--- src/rtl/cmd_tx.sv ---
// cmd_tx: forms GO/STOP command bytes and sends them as 8N1 UART frames on TX.
// Define CMD_TX_PARITY_EN to insert an even parity bit before the stop bit (11-bit frame).
module cmd_tx #(
  parameter int BAUD_DIV = 2604
) (
  input  logic       clk,
  input  logic       rst_n,
  input  logic       send_go,
  input  logic       send_stop,
  input  logic [5:0] dest_ID,
  output logic       TX,
  output logic       busy,
  output logic       tx_done,
  output logic [7:0] cmd_sent
);
  localparam logic [1:0] IDLE = 2'd0, XMIT = 2'd1, DONE = 2'd2;
`ifdef CMD_TX_PARITY_EN
  localparam int FW = 11;
  function automatic logic [FW-1:0] frame(input logic [7:0] b);
    return {1'b1, ^b, b, 1'b0};
  endfunction
`else
  localparam int FW = 10;
  function automatic logic [FW-1:0] frame(input logic [7:0] b);
    return {1'b1, b, 1'b0};
  endfunction
`endif
  localparam logic [3:0] LAST = 4'(FW - 1);
  localparam logic [12:0] TERM = 13'(BAUD_DIV - 1);
  logic [1:0] state_q, state_d;
  logic [FW-1:0] sh_q, sh_d;
  logic [12:0] baud_q, baud_d;
  logic [3:0] bit_q, bit_d;
  logic pend_q, pend_d;
  logic [7:0] byte_q, byte_d, sent_q, sent_d;
  logic tc;
  assign tc = baud_q == TERM;
  always_comb begin
    state_d = state_q;
    sh_d = sh_q;
    baud_d = baud_q;
    bit_d = bit_q;
    pend_d = pend_q;
    byte_d = byte_q;
    sent_d = sent_q;
    case (state_q)
      IDLE: if (send_go | send_stop) begin
        byte_d = send_stop ? 8'h00 : {2'b01, dest_ID};
        sh_d = frame(byte_d);
        baud_d = '0;
        bit_d = '0;
        state_d = XMIT;
      end
      XMIT: begin
        pend_d = pend_q | send_stop;
        baud_d = tc ? 13'd0 : baud_q + 13'd1;
        if (tc) begin
          sh_d = {1'b1, sh_q[FW-1:1]};
          bit_d = bit_q + 4'd1;
          if (bit_q == LAST) begin
            state_d = DONE;
            sent_d = byte_q;
          end
        end
      end
      DONE: begin
        // a STOP arriving in the DONE cycle itself merges into the pending one
        state_d = (pend_q | send_stop) ? XMIT : IDLE;
        if (pend_q | send_stop) begin
          byte_d = 8'h00;
          sh_d = frame(8'h00);
          baud_d = '0;
          bit_d = '0;
          pend_d = 1'b0;
        end
      end
      default: state_d = IDLE;
    endcase
  end
  always_ff @(posedge clk or negedge rst_n) begin
    if (!rst_n) begin
      state_q <= IDLE;
      sh_q <= '1;
      baud_q <= '0;
      bit_q <= '0;
      pend_q <= 1'b0;
      byte_q <= '0;
      sent_q <= '0;
    end else begin
      state_q <= state_d;
      sh_q <= sh_d;
      baud_q <= baud_d;
      bit_q <= bit_d;
      pend_q <= pend_d;
      byte_q <= byte_d;
      sent_q <= sent_d;
    end
  end
  assign TX = (state_q == XMIT) ? sh_q[0] : 1'b1;
  assign busy = state_q != IDLE;
  assign tx_done = state_q == DONE;
  assign cmd_sent = sent_q;
endmodule
--- config.mk ---
export PLATFORM = sky130hd
export DESIGN_NAME = cmd_tx
export DESIGN_NICKNAME = d
export VERILOG_FILES = /design/src/rtl/cmd_tx.sv
export SDC_FILE = /design/constraint.sdc
export NUM_CORES = 1
export LEC_CHECK = 0
export ABC_AREA = 0
export CORE_ASPECT_RATIO = 1.2
export CORE_MARGIN = 10
export CORE_UTILIZATION = 56
export CTS_CLUSTER_DIAMETER = 150
export DETAILED_ROUTE_END_ITERATION = 10
export PLACE_DENSITY = 0.78
export SETUP_SLACK_MARGIN = 0.2
export SLEW_MARGIN = 20
export SYNTH_ARGS = -nofsm -noshare
export SYNTH_HDL_FRONTEND = slang
export SYNTH_SLANG_ARGS = --single-unit
--- constraint.sdc ---
create_clock -name clk -period 2.7 [get_ports clk]
set_input_delay 0.675 -clock clk [delete_from_list [all_inputs] [get_ports clk]]
set_output_delay 0.675 -clock clk [all_outputs]
set_load 0.005 [all_outputs]
==> impl_metrics.toml <==
[setup_path]
crit_path_max_incr_delay_ns = 0.55
worst_path_max_delay_cell = "clkdlybuf4s50_1"
crit_fanout = 7
ff2ff_setup_slack_ns = 0.60
path_cells = "inv_1, ha_1, clkdlybuf4s50_1"
required_ns = 2.03
crit_type = "flip-flop to output port"
arrival_ns = 1.65
cp-end-kind = "output port"
path_delay_family = "buffers and inverters"
start_kind = "flip-flop"
crit_buf_inv = 2

[cts]
cts_resized = 0
cts-hold-fix-buffers = 0
clock_path_buffers = 2
cts_tree = "built"
clock_latency_ns = 0.29
clk_pin_slew_ns = 0.08
cts_setup_buffers = 0
htreeDepth = 2
clock-sinks = 43
numCtsBuffers = 5
cts-root-buf = "clkbuf_8"

[global_route]
grt-ovfl-total = 0
grt_pass1_wl_um = 7560
grt_pass1_vias = 1587
grt.total_usage = 0.135
met3_usage = 0.0294
busiest_layer = "met2"
gr-usage-met1 = 0.174
use_met2 = 0.218
grt_start_max_net_pins = 44
antenna_found_initial = 0

[placement]
io_buffers = 19
routabilityCongestion = 0.942
dp_hpwl_um = 3310

[route]
avgRoutedWirePerCell_um = 15.2
first_pass_iters = 4
drc = 0
vias_per_cell = 5.76
drt_wl_total_um = 4430
drt_iter0_drc = 113
ant_nets = 0
vias = 1677

[floorplan]
fp.dieW_um = 77.1
core_um2 = 3690
die-area_um2 = 6820
die_h_um = 88.5
start_util = 0.593
ios = 21
rows = 24

[yosys]
synth_top_cell_by_area = "dfrtp_1"
ys_seq_elements = 43
synth_area_um2 = 2190
yosysTopAreaCellShare = 0.388
syn_inst = 216
synthTopCellsByCount = "34 x dfrtp_1, 28 x nand2_1, 21 x nor2_1"
synthAdderAreaFrac = 0.0400
synth_area_per_cell_um2 = 10.1
yosys.area_share.simple = 0.239
yosysSeqAreaShare = 0.496
synth_edf_count = 0
synth_cell_types = 44
synth_top_family_by_area = "simple AND/OR/NAND/NOR gates"
ys.flop_type = "dfrtp_1"
synth-compound-area-share = 0.119
synthTopCellsByArea = "dfrtp_1 39%, dfstp_2 11%, mux2_2 5.1%, nand2_1 4.8%, ha_1 4.0%"
synthMuxAreaShare = 0.0514
synth_xor_area_frac = 0.0240
synth_most_common_cell = "dfrtp_1"
postSynth.asyncResetShare = 1.00
yosysWarnings = 0
syn-num-nets = 233

[sta]
rsz0062_at_grt = "no"
fin_skew_ns = 0.00555
finalSetupViolations = 0
final_hold_viol_count = 0
min_period_ns = 2.32
tightest_slew_ns = 0.925
relSlewSlack = 0.384
fin_setup_tns_ns = 0
fmax_mhz = 430
report.final.slew_viol_count = 0
timing.hold.ws_ns = 0.475
fin_crit_sh = 0.861

[worst_hold_path]
hold_path.class = "flip-flop to flip-flop"

[power]
power_per_cell_area_nw_per_um2 = 455
combPwrFrac = 0.053
p_sw_frac = 0.233
ir_drop_v = 0.000283
power_frac_clock = 0.349
leakagePower_nw = 1.09
p_switching_w = 0.000266
power.internal_w = 0.000875
seqPwrFrac = 0.598

[final_layout]
drive_gt1_frac = 0.159
syn_to_final_growth_pct = 14.4
nNetsFinal = 255
antenna_cells = 0
nFillCells = 293

[status]
status = "finished, final reports clean"

[run]
maxCapViolations = 0
path summary, 6_finish.rpt:
kind                       startpoint    endpoint  depth (start not counted)
setup / recovery           state_q[0]     tx_done                          3
hold / removal              byte_q[2]   byte_q[2]                          2
setup reg to reg            baud_q[0]  state_q[0]                          6
hold reg to reg             byte_q[2]   byte_q[2]                          2
max in group asynchronous       rst_n   byte_q[0]                          1
min in group asynchronous       rst_n  state_q[0]                          1
metrics by stage:
step	power (W)	std cells	util	area, µm²	setup WS [ns]
final	0.00114	291	0.679	2510	0.375
after global routing	0.00119	291	0.679	2510	0.295
after CTS	0.00115	291	0.679	2510	0.371
after detailed placement	0.000756	283	0.656	2420	0.329
after global placement	0.000753	283	0.656	2420	0.399
after floorplan	0.000719	216	-	2190	0.802
placed cells by master (no fill, tap or decap), types with 4 or more instances in the layout:
master           netlist  routed
dfrtp_1               34      34
nand2_1               28      28
nor2_1                21      21
clkdlybuf4s50_1        0      18
nand3_1               15      15
o21ai_0               11      11
mux2_2                10      10
a21oi_1               10      10
dfstp_2                9       9
ha_1                   7       7
inv_1                  6       6
a22oi_1                6       6
nand2b_1               5       5
clkbuf_8               0       5
a21oi_2                4       4
cell families after synthesis:
| group | Yosys count |
|---|---|
| other | 1 |
| AOI/OAI and AO/OA | 39 |
| DFF | 43 |
| adders and majority gates | 7 |
| and+or+nand+nor | 97 |
| xor gates and xnor gates | 6 |
| muxes | 10 |
| buffers and inverters | 13 |
power by group through the flow:
stage	sequential, W	combinational, W	clock, W
2_1_floorplan	0.000690	0.0000296	0
3_3_place_gp	0.000693	0.0000597	0
3_5_place_dp	0.000694	0.0000620	0
4_1_cts	0.000681	0.0000623	0.000406
5_1_grt	0.000684	0.0000694	0.000435
6_report	0.000682	0.0000608	0.000398
state kept, by name, summed over array words and instances (netlist names):
name      cells
baud_q       13
bit_q         4
byte_q        7
cmd_sent      7
pend_q        1
sh_q          9
state_q       2
worst min-delay path, cell delays in order, from the launching register on:
cell and delay [ns]:
dfrtp_1 0.35, nand2_1 0.05, nand2_1 0.05
area by class of cell:
| type | count | area [µm²] | area share |
|---|---|---|---|
| Clock inverter | 2 | 12.5 | 0.00499 |
| Clock buffer | 6 | 72.6 | 0.0289 |
| Multi-Input combinational cell | 160 | 1040 | 0.415 |
| Inverter | 6 | 22.5 | 0.00898 |
| Timing Repair Buffer | 22 | 208 | 0.0828 |
| Sequential cell | 43 | 1090 | 0.434 |
| Tap cell | 52 | 65.1 | 0.0259 |
per-layer routing:
| metal | up-vias | part of all wire |
|---|---|---|
| met5 | - | 0 |
| li1 | 804 | - |
| met2 | 38 | 0.47 |
| met3 | 7 | 0.046 |
| met4 | 0 | 0.014 |
| met1 | 828 | 0.47 |
Note: power is estimated with default switching activity, not from simulation.
